<file path="src/rtl/hud_digit_renderer.sv">
// HUD digit renderer: per-frame binary->BCD of lives/money (26-cycle conversion), 2-cycle pixel pipeline.
// No backpressure: frame_start is dropped while busy, and the pixel path runs every cycle.
module hud_digit_renderer #(
  parameter logic [9:0] LIVES_X = 10'd16,
  parameter logic [9:0] LIVES_Y = 10'd8,
  parameter logic [9:0] MONEY_X = 10'd16,
  parameter logic [9:0] MONEY_Y = 10'd32
) (
  input  logic        Clk,
  input  logic        Reset,
  input  logic        frame_start,
  input  logic [9:0]  lives_in,
  input  logic [13:0] money_in,
  input  logic [9:0]  DrawX,
  input  logic [9:0]  DrawY,
  output logic [10:0] rom_addr,
  input  logic [7:0]  rom_data,
  output logic        hud_pixel,
  output logic        hud_is_money,
  output logic        busy,
  output logic        done
);

  typedef enum logic [2:0] {IDLE, LOAD, CONV_LIVES, CONV_MONEY, COMMIT} state_t;

  state_t      state, state_nxt;
  logic [3:0]  cnt;
  logic [9:0]  lives_sr;
  logic [13:0] money_sr;
  logic [15:0] bcd, dab, bcd_nxt;
  logic        shift_in;
  logic [11:0] lives_bcd, lives_dig;
  logic [15:0] money_dig;
  logic [9:0]  lives_sat;
  logic [13:0] money_sat;

  always_ff @(posedge Clk) begin
    if (Reset) state <= IDLE;
    else       state <= state_nxt;
  end

  always_comb begin
    state_nxt = state;
    busy      = 1'b1;
    done      = 1'b0;
    case (state)
      IDLE: begin
        busy = 1'b0;
        if (frame_start) state_nxt = LOAD;
      end
      LOAD:       state_nxt = CONV_LIVES;
      CONV_LIVES: if (cnt == 4'd9)  state_nxt = CONV_MONEY;
      CONV_MONEY: if (cnt == 4'd13) state_nxt = COMMIT;
      COMMIT: begin
        done      = 1'b1;
        state_nxt = IDLE;
      end
      default: begin
        busy      = 1'b0;
        state_nxt = IDLE;
      end
    endcase
  end

  // One double-dabble step shared by both conversions; only the serial input bit differs.
  always_comb begin
    dab = bcd;
    for (int i = 0; i < 4; i++)
      if (bcd[4*i +: 4] >= 4'd5) dab[4*i +: 4] = bcd[4*i +: 4] + 4'd3;
    shift_in = (state == CONV_MONEY) ? money_sr[13] : lives_sr[9];
    bcd_nxt  = (dab << 1) | {15'd0, shift_in};
  end

  assign lives_sat = (lives_in > 10'd999)   ? 10'd999   : lives_in;
  assign money_sat = (money_in > 14'd9999)  ? 14'd9999  : money_in;

  always_ff @(posedge Clk) begin
    if (Reset) begin
      cnt       <= 4'd0;
      lives_sr  <= 10'd0;
      money_sr  <= 14'd0;
      bcd       <= 16'd0;
      lives_bcd <= 12'd0;
      lives_dig <= 12'd0;
      money_dig <= 16'd0;
    end else begin
      case (state)
        LOAD: begin
          lives_sr <= lives_sat;
          money_sr <= money_sat;
          bcd      <= 16'd0;
          cnt      <= 4'd0;
        end
        CONV_LIVES: begin
          lives_sr <= lives_sr << 1;
          if (cnt == 4'd9) begin
            lives_bcd <= bcd_nxt[11:0];
            bcd       <= 16'd0;
            cnt       <= 4'd0;
          end else begin
            bcd <= bcd_nxt;
            cnt <= cnt + 4'd1;
          end
        end
        CONV_MONEY: begin
          money_sr <= money_sr << 1;
          bcd      <= bcd_nxt;
          cnt      <= cnt + 4'd1;
        end
        COMMIT: begin
          lives_dig <= lives_bcd;
          money_dig <= bcd;
        end
        default: ;
      endcase
    end
  end

  logic [9:0] dx_l, dy_l, dx_m, dy_m;
  logic       hit_l, hit_m, drawn;
  logic [3:0] digit_val, row;
  logic [1:0] idx;
  logic [2:0] col;
  logic [2:0] col_q;
  logic       hit_q, field_q;

  // The >= guards make the wrapped subtraction safe; the range checks use the offset's upper bits.
  always_comb begin
    dx_l  = DrawX - LIVES_X;
    dy_l  = DrawY - LIVES_Y;
    dx_m  = DrawX - MONEY_X;
    dy_m  = DrawY - MONEY_Y;
    hit_l = (DrawX >= LIVES_X) && (dx_l[9:3] < 7'd3) &&
            (DrawY >= LIVES_Y) && (dy_l[9:4] == 6'd0);
    hit_m = (DrawX >= MONEY_X) && (dx_m[9:3] < 7'd4) &&
            (DrawY >= MONEY_Y) && (dy_m[9:4] == 6'd0);
    digit_val = 4'd0;
    drawn     = 1'b0;
    idx       = dx_m[4:3];
    row       = dy_m[3:0];
    col       = dx_m[2:0];
    if (hit_l) begin
      idx = dx_l[4:3];
      row = dy_l[3:0];
      col = dx_l[2:0];
      case (idx)
        2'd0: begin digit_val = lives_dig[11:8]; drawn = (lives_dig[11:8] != 4'd0); end
        2'd1: begin digit_val = lives_dig[7:4];  drawn = (lives_dig[11:4] != 8'd0); end
        default: begin digit_val = lives_dig[3:0]; drawn = 1'b1; end
      endcase
    end else if (hit_m) begin
      case (idx)
        2'd0: begin digit_val = money_dig[15:12]; drawn = (money_dig[15:12] != 4'd0); end
        2'd1: begin digit_val = money_dig[11:8];  drawn = (money_dig[15:8] != 8'd0); end
        2'd2: begin digit_val = money_dig[7:4];   drawn = (money_dig[15:4] != 12'd0); end
        default: begin digit_val = money_dig[3:0]; drawn = 1'b1; end
      endcase
    end
  end

  always_ff @(posedge Clk) begin
    if (Reset) begin
      rom_addr     <= 11'd0;
      col_q        <= 3'd0;
      hit_q        <= 1'b0;
      field_q      <= 1'b0;
      hud_pixel    <= 1'b0;
      hud_is_money <= 1'b0;
    end else begin
      rom_addr     <= (hit_l | hit_m) ? {3'b000, digit_val, row} : 11'd0;
      col_q        <= col;
      hit_q        <= (hit_l | hit_m) & drawn;
      field_q      <= ~hit_l & hit_m;
      hud_pixel    <= hit_q & rom_data[3'd7 - col_q];
      hud_is_money <= field_q;
    end
  end

endmodule

</file>
<file path="config.mk">
export PLATFORM = sky130hd
export DESIGN_NAME = hud_digit_renderer
export DESIGN_NICKNAME = d
export VERILOG_FILES = /design/src/rtl/hud_digit_renderer.sv
export SDC_FILE = /design/constraint.sdc
export NUM_CORES = 1
export LEC_CHECK = 0
export BUFFER_PORTS_ARGS = -buffer_cell sky130_fd_sc_hd__buf_4
export CORE_ASPECT_RATIO = 0.9
export CORE_MARGIN = 2
export CORE_UTILIZATION = 56
export CTS_CLUSTER_SIZE = 28
export DETAILED_ROUTE_END_ITERATION = 16
export PLACE_DENSITY = 0.78
export REMOVE_ABC_BUFFERS = 1
export SYNTH_ARGS = -nofsm -noshare
export SYNTH_HDL_FRONTEND = slang
export SYNTH_SLANG_ARGS = --single-unit
</file>
<file path="constraint.sdc">
create_clock -name Clk -period 3.8 [get_ports Clk]
set_clock_uncertainty 0.2 [all_clocks]
set_input_delay 0.19 -clock Clk [delete_from_list [all_inputs] [get_ports Clk]]
set_output_delay 0.19 -clock Clk [all_outputs]
set_load 0.02 [all_outputs]
</file>
==> qor.yml <==
cts:
  cts_made_buffers: 9
  clkTransAtPathRegs_ns: 0.10
  cts_tree: "done"
  clk_path_buf_depth: 2
  clkLatencyLatePin_ns: 0.37
  cts_resized: 0
  clockRootBuffer: "clkbuf_8"
  htreeDepth: 3
  cts_sinks: 102
synthesis:
  ys.flop_type: "dfxtp_1"
  yosysTopAreaCell: "dfxtp_1"
  seq_area_frac_synth: 0.426
  synth_fa_ha_area_frac: 0.0366
  synth_compound_area_frac: 0.185
  synth.top_cell.area_share: 0.426
  ys_warn_count: 0
  synth_xor_xnor_area_share: 0.0146
  synthMuxAreaShare: 0.0679
  synth_cells: 570
  synthSimpleGateAreaFrac: 0.215
  synth_seq_cells: 102
  synth_commonest_cells: "102 x dfxtp_1, 89 x nand2_1, 65 x a21oi_1, 57 x nor2_1, 25 x clkbuf_1"
  yosysMostFrequentCell: "dfxtp_1"
  synth_area_leaders: "dfxtp_1 43%, nand2_1 7.0%, a21oi_1 6.8%"
  ys_async_sr_fraction: 0
  synth_top_family_by_area: "simple AND/OR/NAND/NOR gates"
  avgSynthCellArea_um2: 8.40
  syn-cell-area_mm2: 0.00479
  synth_edf_count: 0
  synthDistinctLibCells: 47
placement:
  dp_slack_ns: 1.31
  routabilityCongestion: 0.868
  dp_hpwl_um: 7740
  port-buffer-count: 66
detailed_routing:
  wl_per_cell_um: 15.2
  drc: 0
  drt-initial-drc-count: 259
  first_pass_iters: 5
  antenna_left: 0
  postRouteWirelength_um: 11600
  vias: 4343
  vias_per_cell: 5.71
timing:
  slew_violations: 0
  setup_tns_ns: 0
  tightest_slew_ns: 0.977
  min_period_ns: 2.68
  hold_viol: 0
  setup_slack_ns: 1.12
  setup_violations: 0
  post-route-period-util: 0.705
  rsz0062_at_grt: "false"
  max_freq_ghz: 0.373
  maxSlewHeadroom: 0.349
pwr:
  p_leak_nw: 2.19
  p_sw_mw: 0.530
  vdd_drop_max_uv: 204
  power_frac_seq: 0.558
  p_sw_frac: 0.263
  power.density_mw_per_mm2: 351
  combPwrFrac: 0.132
  p_clk_frac: 0.310
  intPower_mw: 1.49
outcome:
  run_status: "finished, final reports clean"
grt:
  grt_max_degree: 50
  grt_use_total: 0.265
  grt_pass1_wl_um: 19500
  antenna_found_initial: 0
  use_met3: 0.0526
  met1_usage: 0.353
  grt_busiest_layer: "met2"
  grt.overflow.total: 0
  grt_pass1_vias: 4063
  grtUsageMet2: 0.418
worst_setup_path:
  cp.required_ns: 3.91
  crit_fanout: 16
  arrival_ns: 2.79
  crit_path_end_kind: "flip-flop"
  critPathLaunchType: "input port"
  worstSetupPathType: "input port to flip-flop"
floorplan:
  start_util: 0.585
  dieArea_mm2: 0.00931
  rows: 31
  ios: 70
  chipWidth_um: 101
  coreArea_mm2: 0.00818
  die_y_um: 91.7
layout:
  antenna_cells: 0
  fillers: 640
  nNetsFinal: 712
  syn2layout_area_growth_pct: 20.2
  drive_gt1_frac: 0.152
run:
  drv_cap: 0
min_path:
  hp-class: "input port to flip-flop"
[metrics by stage]
step                      cell area [um2]   util  cells  hold WS (ns)  power, mW
after CTS                            5760  0.703    761        0.0148       2.02
after global routing                 5760  0.703    761        0.0466       2.10
after detailed placement             5260  0.643    715         0.207       1.39
after floorplan                      4600      -    531        0.0546       1.27
after global placement               5260  0.643    715         0.200       1.38
final                                5760  0.703    761        0.0293       2.02
[area by class of cell]
| class | instances | area (um2) | area share |
|---|---|---|---|
| Clock buffer | 11 | 151 | 0.0263 |
| Tap cell | 115 | 144 | 0.0250 |
| Inverter | 17 | 63.8 | 0.0111 |
| Sequential cell | 102 | 2040 | 0.355 |
| Multi-Input combinational cell | 412 | 2490 | 0.433 |
| Timing Repair Buffer | 101 | 838 | 0.146 |
| Clock inverter | 3 | 21.3 | 0.00370 |
[power groups by stage]
stage / Clock [mW] / Combinational, mW / Sequential, mW
4_1_cts: 0.633 / 0.261 / 1.12
2_1_floorplan: 0 / 0.131 / 1.14
3_5_place_dp: 0 / 0.236 / 1.15
5_1_grt: 0.676 / 0.296 / 1.13
3_3_place_gp: 0 / 0.230 / 1.15
6_report: 0.625 / 0.266 / 1.13
[cell families (layout without fill, tap and decap cells)]
family | after synthesis | in the layout
mux | 25 | 25
buf+inv | 58 | 132
simple gates | 221 | 221
xor+xnor | 8 | 8
other cells | 1 | 3
fa+ha+maj | 14 | 14
compound gates | 141 | 141
flops | 102 | 102
[worst paths after layout]
path | start | end | slack, ns | cells past startpoint
worst max-delay path | DrawY[3] | rom_addr[1]$_SDFF_PP0_ | 1.12 | 9
worst min-delay path | money_in[13] | money_sr[13]$_SDFFE_PP0P_ | 0.03 | 3
worst max register to register | state[1]$_SDFFE_PP0P_ | lives_bcd[8]$_SDFFE_PP0P_ | 1.26 | 5
worst min register to register | field_q$_SDFF_PP0_ | hud_is_money$_SDFF_PP0_ | 0.25 | 1
[critical path, cell delays in order]
cell and delay, ns:
dlygate4sd3_1 0.52, buf_4 0.12, inv_1 0.05, ha_1 0.20, nor3_1 0.13, a31oi_1 0.08
nor3_2 0.66, o211a_1 0.27, dlygate4sd3_1 0.57
[layout by cell type (no fill, tap or decap), drive strengths merged, types with 2 or more instances in the layout]
| cell type | count |
|---|---|
| a211o | 2 |
| a211oi | 6 |
| a21oi | 65 |
| a221oi | 2 |
| a22oi | 18 |
| a311oi | 7 |
| and2 | 2 |
| buf | 69 |
| clkbuf | 11 |
| clkinv | 2 |
| conb | 3 |
| dfxtp | 102 |
| dlygate4sd3 | 32 |
| ha | 14 |
| inv | 17 |
| mux2i | 19 |
| mux4 | 6 |
| nand2 | 89 |
| nand2b | 15 |
| nand3 | 8 |
| nand3b | 7 |
| nor2 | 57 |
| nor2b | 8 |
| nor3 | 14 |
| nor3b | 6 |
| nor4 | 9 |
| o211a | 3 |
| o211ai | 5 |
| o21ai | 23 |
| o22ai | 3 |
| or4 | 2 |
| xnor2 | 8 |
[what timing repair did]
item	4_1_cts	5_1_grt
hold buffers	32	0
hold endpoints to repair	29	0
buffers inserted	0	0
[state kept, by name, summed over array words and instances (netlist names)]
signal / flops
bcd: 16
cnt: 4
col_q: 3
field_q: 1
hit_q: 1
hud_is_money: 1
hud_pixel: 1
lives_bcd: 12
lives_dig: 12
lives_sr: 10
money_dig: 16
money_sr: 14
rom_addr: 8
state: 3
[per-layer routing]
layer | vias up | wire length, um
li1 | 2123 | -
met1 | 2078 | 5090
met2 | 119 | 5730
met3 | 23 | 530
met4 | 0 | 247
met5 | - | 0
(Power assumes the default switching activity.)
